## config.mk

```make
export PLATFORM = sky130hd
export DESIGN_NAME = dbf_apod_stage
export DESIGN_NICKNAME = d
export VERILOG_FILES = /design/src/rtl/dbf_apod_stage.sv
export SDC_FILE = /design/constraint.sdc
export NUM_CORES = 1
export LEC_CHECK = 0
export BUFFER_PORTS_ARGS = -buffer_cell sky130_fd_sc_hd__buf_4
export CAP_MARGIN = 20
export CORE_MARGIN = 10
export CORE_UTILIZATION = 57
export CTS_CLUSTER_DIAMETER = 50
export CTS_CLUSTER_SIZE = 20
export DETAILED_ROUTE_END_ITERATION = 10
export GPL_TIMING_DRIVEN = 0
export PLACE_DENSITY = 0.89
export SYNTH_ARGS = -nofsm -noshare
export SYNTH_HDL_FRONTEND = slang
export SYNTH_SLANG_ARGS = --single-unit
export TNS_END_PERCENT = 1
```

## constraint.sdc

```tcl
create_clock -name clk -period 6 [get_ports clk]
set_clock_uncertainty 0.2 [all_clocks]
set_input_delay 0.6 -clock clk [delete_from_list [all_inputs] [get_ports clk]]
set_output_delay 0.6 -clock clk [all_outputs]
set_load 0.005 [all_outputs]
```

## src/rtl/dbf_apod_stage.sv

```systemverilog
// dbf_apod_stage
// Per-channel apodization stage of the digital beamformer. The stage takes
// coarse-delayed samples for one receive line and multiplies each sample by
// the channel weight that was latched when the line started. The output is
// the full-precision signed product.
//
// A line begins on a rising edge of start, provided tx_en is low. The line
// ends after line_len samples have been accepted. tx_en aborts a line that
// is in progress.
//
// Ports
//   clk                clock; all state changes on its rising edge
//   rst_n              asynchronous active-low reset
//   tx_en              transmit active; aborts or blocks reception
//   start              receive-line request (rising edge only)
//   cd_din/_valid      signed coarse-delayed sample and its qualifier
//   apo_din            signed apodization weight, latched at line start
//   line_len           samples per line, latched at line start (0 acts as 1)
//   dbf_ch_dout/_valid signed weighted sample, zero when not valid
//   line_done          pulses with the output of the last sample of a line
//   busy               high whenever the FSM is not IDLE
//
// state  | meaning
// IDLE   | waiting for a start rising edge with tx_en low
// ACTIVE | accepting valid samples until line_len have been taken
// DRAIN  | two cycles that let the last sample leave the pipeline
//
// OUT_WD must be at least INPUT_WD + APO_WD so the product is never truncated.
module dbf_apod_stage #(
  parameter int INPUT_WD = 14,
  parameter int APO_WD   = 16,
  parameter int OUT_WD   = 32,
  parameter int LEN_WD   = 12
) (
  input  logic                clk,
  input  logic                rst_n,
  input  logic                tx_en,
  input  logic                start,
  input  logic [INPUT_WD-1:0] cd_din,
  input  logic                cd_din_valid,
  input  logic [APO_WD-1:0]   apo_din,
  input  logic [LEN_WD-1:0]   line_len,
  output logic [OUT_WD-1:0]   dbf_ch_dout,
  output logic                dbf_ch_dout_valid,
  output logic                line_done,
  output logic                busy
);

  localparam int PROD_WD = INPUT_WD + APO_WD;

  typedef enum logic [1:0] {
    IDLE   = 2'd0,
    ACTIVE = 2'd1,
    DRAIN  = 2'd2
  } state_t;

  state_t state_q, state_d;

  logic                start_q;
  logic                armed_q, armed_d;
  logic                start_rise;
  logic [APO_WD-1:0]   apo_q, apo_d;
  logic [LEN_WD-1:0]   len_q, len_d;
  logic [LEN_WD-1:0]   cnt_q, cnt_d;
  logic                drain_q, drain_d;
  logic                accept, last, abort;

  logic [INPUT_WD-1:0] s1_data_q, s1_data_d;
  logic                s1_valid_q, s1_valid_d;
  logic                s1_last_q, s1_last_d;

  logic signed [PROD_WD-1:0] prod;
  logic [OUT_WD-1:0]   dout_q, dout_d;
  logic                dout_valid_q, dout_valid_d;
  logic                done_q, done_d;

  // armed_q stays low after reset until start has been sampled low. This
  // keeps a start level that is held through reset release from being
  // taken as an edge.
  assign start_rise = start & ~start_q & armed_q;
  assign armed_d    = armed_q | ~start;

  assign abort  = tx_en & (state_q != IDLE);
  assign accept = (state_q == ACTIVE) & cd_din_valid & ~tx_en;
  assign last   = (cnt_q == len_q - LEN_WD'(1));

  always_comb begin
    state_d = state_q;
    apo_d   = apo_q;
    len_d   = len_q;
    cnt_d   = cnt_q;
    drain_d = drain_q;
    case (state_q)
      IDLE: begin
        if (start_rise && !tx_en) begin
          state_d = ACTIVE;
          apo_d   = apo_din;
          len_d   = (line_len == '0) ? LEN_WD'(1) : line_len;
          cnt_d   = '0;
        end
      end
      ACTIVE: begin
        if (tx_en) begin
          state_d = IDLE;
        end else if (cd_din_valid) begin
          cnt_d = cnt_q + LEN_WD'(1);
          if (last) begin
            state_d = DRAIN;
            drain_d = 1'b0;
          end
        end
      end
      DRAIN: begin
        if (tx_en || drain_q) begin
          state_d = IDLE;
        end else begin
          drain_d = 1'b1;
        end
      end
      default: state_d = IDLE;
    endcase
  end

  // A new line can only be latched from IDLE, and by then stage 1 is empty.
  // So apo_q is stable for every sample that is still in flight.
  assign prod = $signed(s1_data_q) * $signed(apo_q);

  always_comb begin
    s1_valid_d   = accept;
    s1_data_d    = accept ? cd_din : '0;
    s1_last_d    = accept & last;
    dout_valid_d = s1_valid_q & ~abort;
    dout_d       = dout_valid_d ? OUT_WD'(prod) : '0;
    done_d       = dout_valid_d & s1_last_q;
  end

  always_ff @(posedge clk or negedge rst_n) begin
    if (!rst_n) begin
      state_q      <= IDLE;
      start_q      <= 1'b0;
      armed_q      <= 1'b0;
      apo_q        <= '0;
      len_q        <= '0;
      cnt_q        <= '0;
      drain_q      <= 1'b0;
      s1_data_q    <= '0;
      s1_valid_q   <= 1'b0;
      s1_last_q    <= 1'b0;
      dout_q       <= '0;
      dout_valid_q <= 1'b0;
      done_q       <= 1'b0;
    end else begin
      state_q      <= state_d;
      start_q      <= start;
      armed_q      <= armed_d;
      apo_q        <= apo_d;
      len_q        <= len_d;
      cnt_q        <= cnt_d;
      drain_q      <= drain_d;
      s1_data_q    <= s1_data_d;
      s1_valid_q   <= s1_valid_d;
      s1_last_q    <= s1_last_d;
      dout_q       <= dout_d;
      dout_valid_q <= dout_valid_d;
      done_q       <= done_d;
    end
  end

  assign dbf_ch_dout       = dout_q;
  assign dbf_ch_dout_valid = dout_valid_q;
  assign line_done         = done_q;
  assign busy              = (state_q != IDLE);

endmodule
```

# Word-level counts from Yosys, hierarchy flattened
# Cells that the tools add are included.
# Widths: inputs -> output; s select.
# word_totals
input_bits	47
elab_cells	70
out_inout_bits	35
ff_bits	95
# op_classes
n_eq_ne	11
n_mul	1
reduce_logical	12
n_addsub	2
mux	18
bitwise	13
# ops
cell	count
$mux 12	4
$mux 32	1
$mul 14x16->30	1
$pmux 12 s2	1
$mux 14	1
$add 12x1->12 const B	1
$eq 12x12->1	1
$logic_not 12->1	1
$ne 2x2->1 const B	6
$sub 12x1->12 const B	1
$mux 2	5
$and 1x1->1	8
$reduce_and 4->1	2
$ne 3x3->1 const B	2
$pmux 2 s3	1
$reduce_bool 2->1	3
$reduce_and 5->1	1
$mux 1	4
$not 1->1	4
$eq 2x1->1 const B	1
$eq 2x2->1 const B	1
$logic_not 2->1	1
$pmux 1 s2	1
$reduce_and 2->1	1
4 further kinds	4

# Depth between registers and ports, before layout
# logic_depth
word_depth	6
mapped_depth	23
depth_no_buf	22

# Worst setup path before layout
# No wires, ideal clock.
# synth_path
path_kind	register to register
from	reg s1_data_q[5]
to	reg dout_q[26] (netlist: dbf_ch_dout[26])
arrival_time_ps	5746
synth_period_minus_slack_ps	6025
path_stages_with_launch	21
setup_time_ps	79
required_ps	5721
path_buffers	1
path_slack_ps	-25
path_cell_list	dfrtp_1 -> clkbuf_1 -> nand2_1 -> fa_1 -> fa_1 -> inv_1 -> fa_1 -> fa_1 -> fa_1 -> inv_1 -> fa_1 -> inv_1 -> ha_1 -> a21o_1 -> a211o_1 -> a221oi_1 -> o21ai_1 -> a221oi_2 -> o21ai_0 -> o22ai_1 -> mux2i_1
# synth_via
elab_chain_len	2
# synth_lines
item	line_no	rtl
from (decl)	68	logic [INPUT_WD-1:0] s1_data_q, s1_data_d;
from (signal assigned)	160	s1_data_q <= s1_data_d;
$mul 14x16->30	126	assign prod = $signed(s1_data_q) * $signed(apo_q);
$mux 32	133	dout_d = dout_valid_d ? OUT_WD'(prod) : '0;
net dout_d[26]	73	logic [OUT_WD-1:0] dout_q, dout_d;
to (signal assigned)	163	dout_q <= dout_d;
to (decl)	73	
# The timed path passes the listed nets, and every way through them passes these cells.
# A chain may end at the register's enable or synchronous reset.

# Final worst setup path
# layout_path
from	reg apo_q[7]
to	reg dout_q[23] (netlist: dbf_ch_dout[23])
# layout_via
elab_chain_len	2
# layout_lines
item	line_no	rtl
from (decl)	62	logic [APO_WD-1:0] apo_q, apo_d;
from (signal assigned)	156	apo_q <= apo_d;
$mul 14x16->30	126	
$mux 32	133	
net dout_d[23]	73	
# The timed path passes the listed nets, and every way through them passes these cells.

==> out/results.txt <==
Clock-pin slew was measured on the worst setup and hold paths at 0.08 ns. Counting every net in the synthesized netlist gives 1,636. The achievable clock frequency is 152.9 MHz. Yosys mapped a number of flops with a built-in enable equal to 0. Max-cap violations in this run came to 0.

STA classifies the critical path endpoint as a flip-flop. Once placement finished, the instance area stood at 0.01317 mm². The library cells used most frequently in the layout, excluding fill and tap cells, are sky130_fd_sc_hd__inv_1 (258), sky130_fd_sc_hd__fa_1 (212), sky130_fd_sc_hd__nand2_1 (193), sky130_fd_sc_hd__buf_4 (131), sky130_fd_sc_hd__and2_1 (117).

The layout has 1,359 filler cells. For this run, asynchronously set or reset flops after synthesis account for 100.0%. For this run, the leading register cell type out of synthesis is sky130_fd_sc_hd__dfrtp_1. The core region area was 0.02102 mm². During synthesis, Yosys emitted a total of 0 warnings. The startpoint-to-endpoint class of the critical path was reg -> reg. 0 antenna diodes ended up in the layout. The period utilization works out to 109.0%. Setup repair after global routing could not meet its margin everywhere. The internal power summed over all cells is 1.332 mW, and the via count of the first global-routing pass is 11,390. Port buffering added 81 buffers.

The die span in y was 166.2 µm; the row count was 53. The routed layout has 10,240 vias. OpenSTA, run right after detailed placement, puts the worst setup slack at -0.9121 ns. Dividing total power by cell area gives a power density of 147.3 mW/mm². In this run the mean area of a mapped cell was 9.398 µm². In this run the power spent charging and discharging nets is 804.1 µW. Worst-case setup margin in the final layout: -0.5420 ns. The final layout contains routed wiring with a total length of 38,190 µm. After legalization and detailed placement, the total HPWL measured 25,560 µm. The first detailed-routing pass ran for 6 iterations. The tools report the data arrival at the endpoint of the critical path as 6.56 ns. Cell occurring most often along the worst timing path: sky130_fd_sc_hd__fa_1. For this run the aggregate overflow at the end of global routing stands at 0. The checks that failed: setup timing. The logs give 0 for the number of antenna violations at the first check in global routing and 45.45% for the worst-case headroom to the max-slew limit. The tools report the number of primary I/O pins as 82. The largest single stage delay on the critical path is 0.55 ns. At the later pin of the worst-skew pair, clock insertion delay measures 0.38 ns. The floorplan step set the die width to 166.2 µm.

Cells with a size suffix above 1 make up 18.53% of the layout. The sequential cell area fraction in the yosys report was 19.09%. TritonCTS built the clock tree.

Signed area change from the synthesized netlist to the final layout: 18.95%. The summed area of non-filler cells in the final layout was 0.01450 mm²; the transition time at the pin with the least slew margin was 0.8165 ns. The clock passes through at most 2 buffers. The run gives 35.0% as the share of power burned in registers. The number of synthesized register bits was 93; the final net count was 1,780. Buffers inserted during clock tree synthesis total 9. Combinational logic burns 32.4% of the power. The floorplan step defined a die boundary enclosing 0.02763 mm². Summed over all cells, the static leakage comes to 7.593 nW. The global placer's final weighted congestion was 0.9618.

Average vias per placed instance: 5.952. The run finished, with violations left. The cell area that synthesis handed to floorplanning was 0.01219 mm². The required time of the worst setup path is 6.02 ns, and the count of pins over their slew limit is 0. Entering global routing, the biggest net connects 56 pins.

The tools report the count of mapped cells out of synthesis as 1,297. The final number of hold-violating endpoints came out at 0. CTS saw 93 sinks. The initial utilization of the core area, before any placement, comes to 57.98%. The path class of the tightest hold or removal check is in -> async.

For the number of hold-repair buffers added at the cts stage, the log shows 0. After detailed routing, the number of remaining DRC violations is 0. The logs give 0.1561 mV for the largest vdd supply drop and 3 for the number of H-tree branching levels.

The first routing iteration left 1,149 violations. After detailed routing, the average wire length per cell comes to 22.19 µm. The global-route wire length before repair came out at 59,930 µm. The library cell used most frequently in the layout, excluding fill and tap cells, is sky130_fd_sc_hd__inv_1. The completed layout was analyzed and its total power is 2.136 mW. In the final timing run, aggregate negative setup slack is -5.824 ns.

The biggest fanout along the worst timing path works out to 4. Setup violations remaining at the end of the flow were counted as 16. Post-synthesis cell type count: 54.

The time the worst path needs with I/O delays and setup was 6.542 ns. STA classifies the critical path startpoint as a flip-flop. For the total routing usage reported by global routing, the log shows 27.39%. The clock network fraction of total power is 32.7%. For the antenna violation net count after detailed routing, the log shows 0. The tools report the root buffer selected by CTS as sky130_fd_sc_hd__clkbuf_16. The switching portion of total power is 37.64%.

The worst-path cell with the longest stage delay is sky130_fd_sc_hd__fa_1.
==> through the flow <==
step | instances | util (%) | hold slack [ns]
floorplan | 1297 | - | 0.1044
global placement | 1653 | 62.53 | 0.2425
detailed placement | 1654 | 62.66 | 0.2444
CTS | 1713 | 68.37 | 0.02800
global route | 1721 | 68.97 | 0.02943
finish | 1721 | 68.97 | 0.003114
==> worst paths after layout <==
check                           startpoint               to  slack [ns]  depth (start not counted)
worst max register to register    apo_q[7]  dbf_ch_dout[23]       -0.54                         26
worst min-delay path                 rst_n        len_q[11]       0.003                          1
worst max-delay path              apo_q[7]  dbf_ch_dout[23]       -0.54                         26
worst min register to register     armed_q          armed_q        0.27                          1
max in group asynchronous            rst_n        apo_q[15]        4.92                          2
min in group clk                     start          start_q        0.17                          1
==> area by class of cell <==
type / instances / area (µm²) / area share [%]
flip-flops and latches: 93 / 2361 / 16.28
inverters: 263 / 987.2 / 6.809
clock buffers: 9 / 225.2 / 1.553
plain buffers: 45 / 454.2 / 3.133
repair buffers: 133 / 1047 / 7.223
well taps: 275 / 344.1 / 2.373
clock inverters: 7 / 120.1 / 0.8284
multi-input cells: 896 / 8960 / 61.80
==> sequential cells by signal, indices dropped and copies added, names as in the netlist <==
register           count
apo_q                 16
armed_q                1
cnt_q                 12
dbf_ch_dout           30
dbf_ch_dout_valid      1
drain_q                1
len_q                 12
line_done              1
s1_data_q             14
s1_last_q              1
s1_valid_q             1
start_q                1
state_q                2
==> kinds of logic after synthesis <==
group	Yosys count	synth area share, %
adder cells (fa/ha/maj)	292	43.46
multiplexers	5	0.4106
flip-flops	93	19.09
XOR/XNOR	51	3.665
AO/OA/AOI/OAI	90	5.163
AND/OR/NAND/NOR	458	18.57
buffers and inverters	308	9.639
==> per-layer routing <==
metal / share of wire (%) / routed length (µm) / track usage (%) / vias to the layer above
li1: - / - / - / 4198
met1: 34 / 12800 / 31.13 / 5063
met2: 49 / 18840 / 45.26 / 753
met3: 10 / 3870 / 6.578 / 230
met4: 7.0 / 2680 / 18.06 / 0
met5: 0 / 0 / 0 / -
==> synth_stat cells, types with 3 or more instances <==
cell / n / area, µm²
sky130_fd_sc_hd__a21oi_1: 21 / 105.1
sky130_fd_sc_hd__nor2_1: 51 / 191.4
sky130_fd_sc_hd__and3_1: 25 / 156.4
sky130_fd_sc_hd__a21o_1: 9 / 67.56
sky130_fd_sc_hd__nor2b_1: 4 / 25.02
sky130_fd_sc_hd__nand2_1: 195 / 732.0
sky130_fd_sc_hd__nand4_1: 5 / 31.28
sky130_fd_sc_hd__xor2_1: 23 / 201.4
sky130_fd_sc_hd__nor3_1: 13 / 65.06
sky130_fd_sc_hd__and2_1: 119 / 744.5
sky130_fd_sc_hd__or2_2: 3 / 18.77
sky130_fd_sc_hd__nor3b_1: 6 / 45.04
sky130_fd_sc_hd__a211oi_1: 5 / 37.54
sky130_fd_sc_hd__o21bai_1: 4 / 30.03
sky130_fd_sc_hd__xnor2_1: 28 / 245.2
sky130_fd_sc_hd__ha_1: 73 / 913.4
sky130_fd_sc_hd__a211oi_2: 3 / 37.54
sky130_fd_sc_hd__fa_1: 219 / 4384
sky130_fd_sc_hd__o21a_1: 5 / 37.54
sky130_fd_sc_hd__dfrtp_1: 93 / 2327
sky130_fd_sc_hd__o21ai_0: 19 / 95.09
sky130_fd_sc_hd__o211ai_1: 5 / 37.54
sky130_fd_sc_hd__nor4_1: 7 / 43.79
sky130_fd_sc_hd__inv_1: 263 / 987.2
sky130_fd_sc_hd__buf_4: 3 / 22.52
sky130_fd_sc_hd__o21ai_1: 3 / 15.01
sky130_fd_sc_hd__nand3_1: 12 / 60.06
sky130_fd_sc_hd__nand2b_1: 8 / 50.05
sky130_fd_sc_hd__clkbuf_1: 40 / 150.1
sky130_fd_sc_hd__mux2i_1: 5 / 50.05
==> power by group through the flow <==
stage,clock network (mW),logic [mW],registers [mW]
6_report,0.698,0.692,0.747
5_1_grt,0.709,0.742,0.751
4_1_cts,0.682,0.642,0.736
3_5_place_dp,0,0.528,0.764
3_3_place_gp,0,0.500,0.762
2_1_floorplan,0,0.353,0.726
==> critical path: cells and delay by family (launching register included) <==
kind | cells | cell delay, ns
adder cells (fa/ha/maj) | 7 | 3.29
AO/OA/AOI/OAI | 6 | 1.11
buffers and inverters | 10 | 0.95
flip-flops | 1 | 0.44
AND/OR/NAND/NOR | 2 | 0.23
XOR/XNOR | 1 | 0.15
==> repair_timing <==
item,in CTS,in global routing
buffers inserted,43,8
pin swaps,33,9
gates resized for setup,157,14
endpoints found under the hold margin,0,0
endpoints found under the setup margin,17,16
Note: power is estimated with default switching activity, not from simulation.
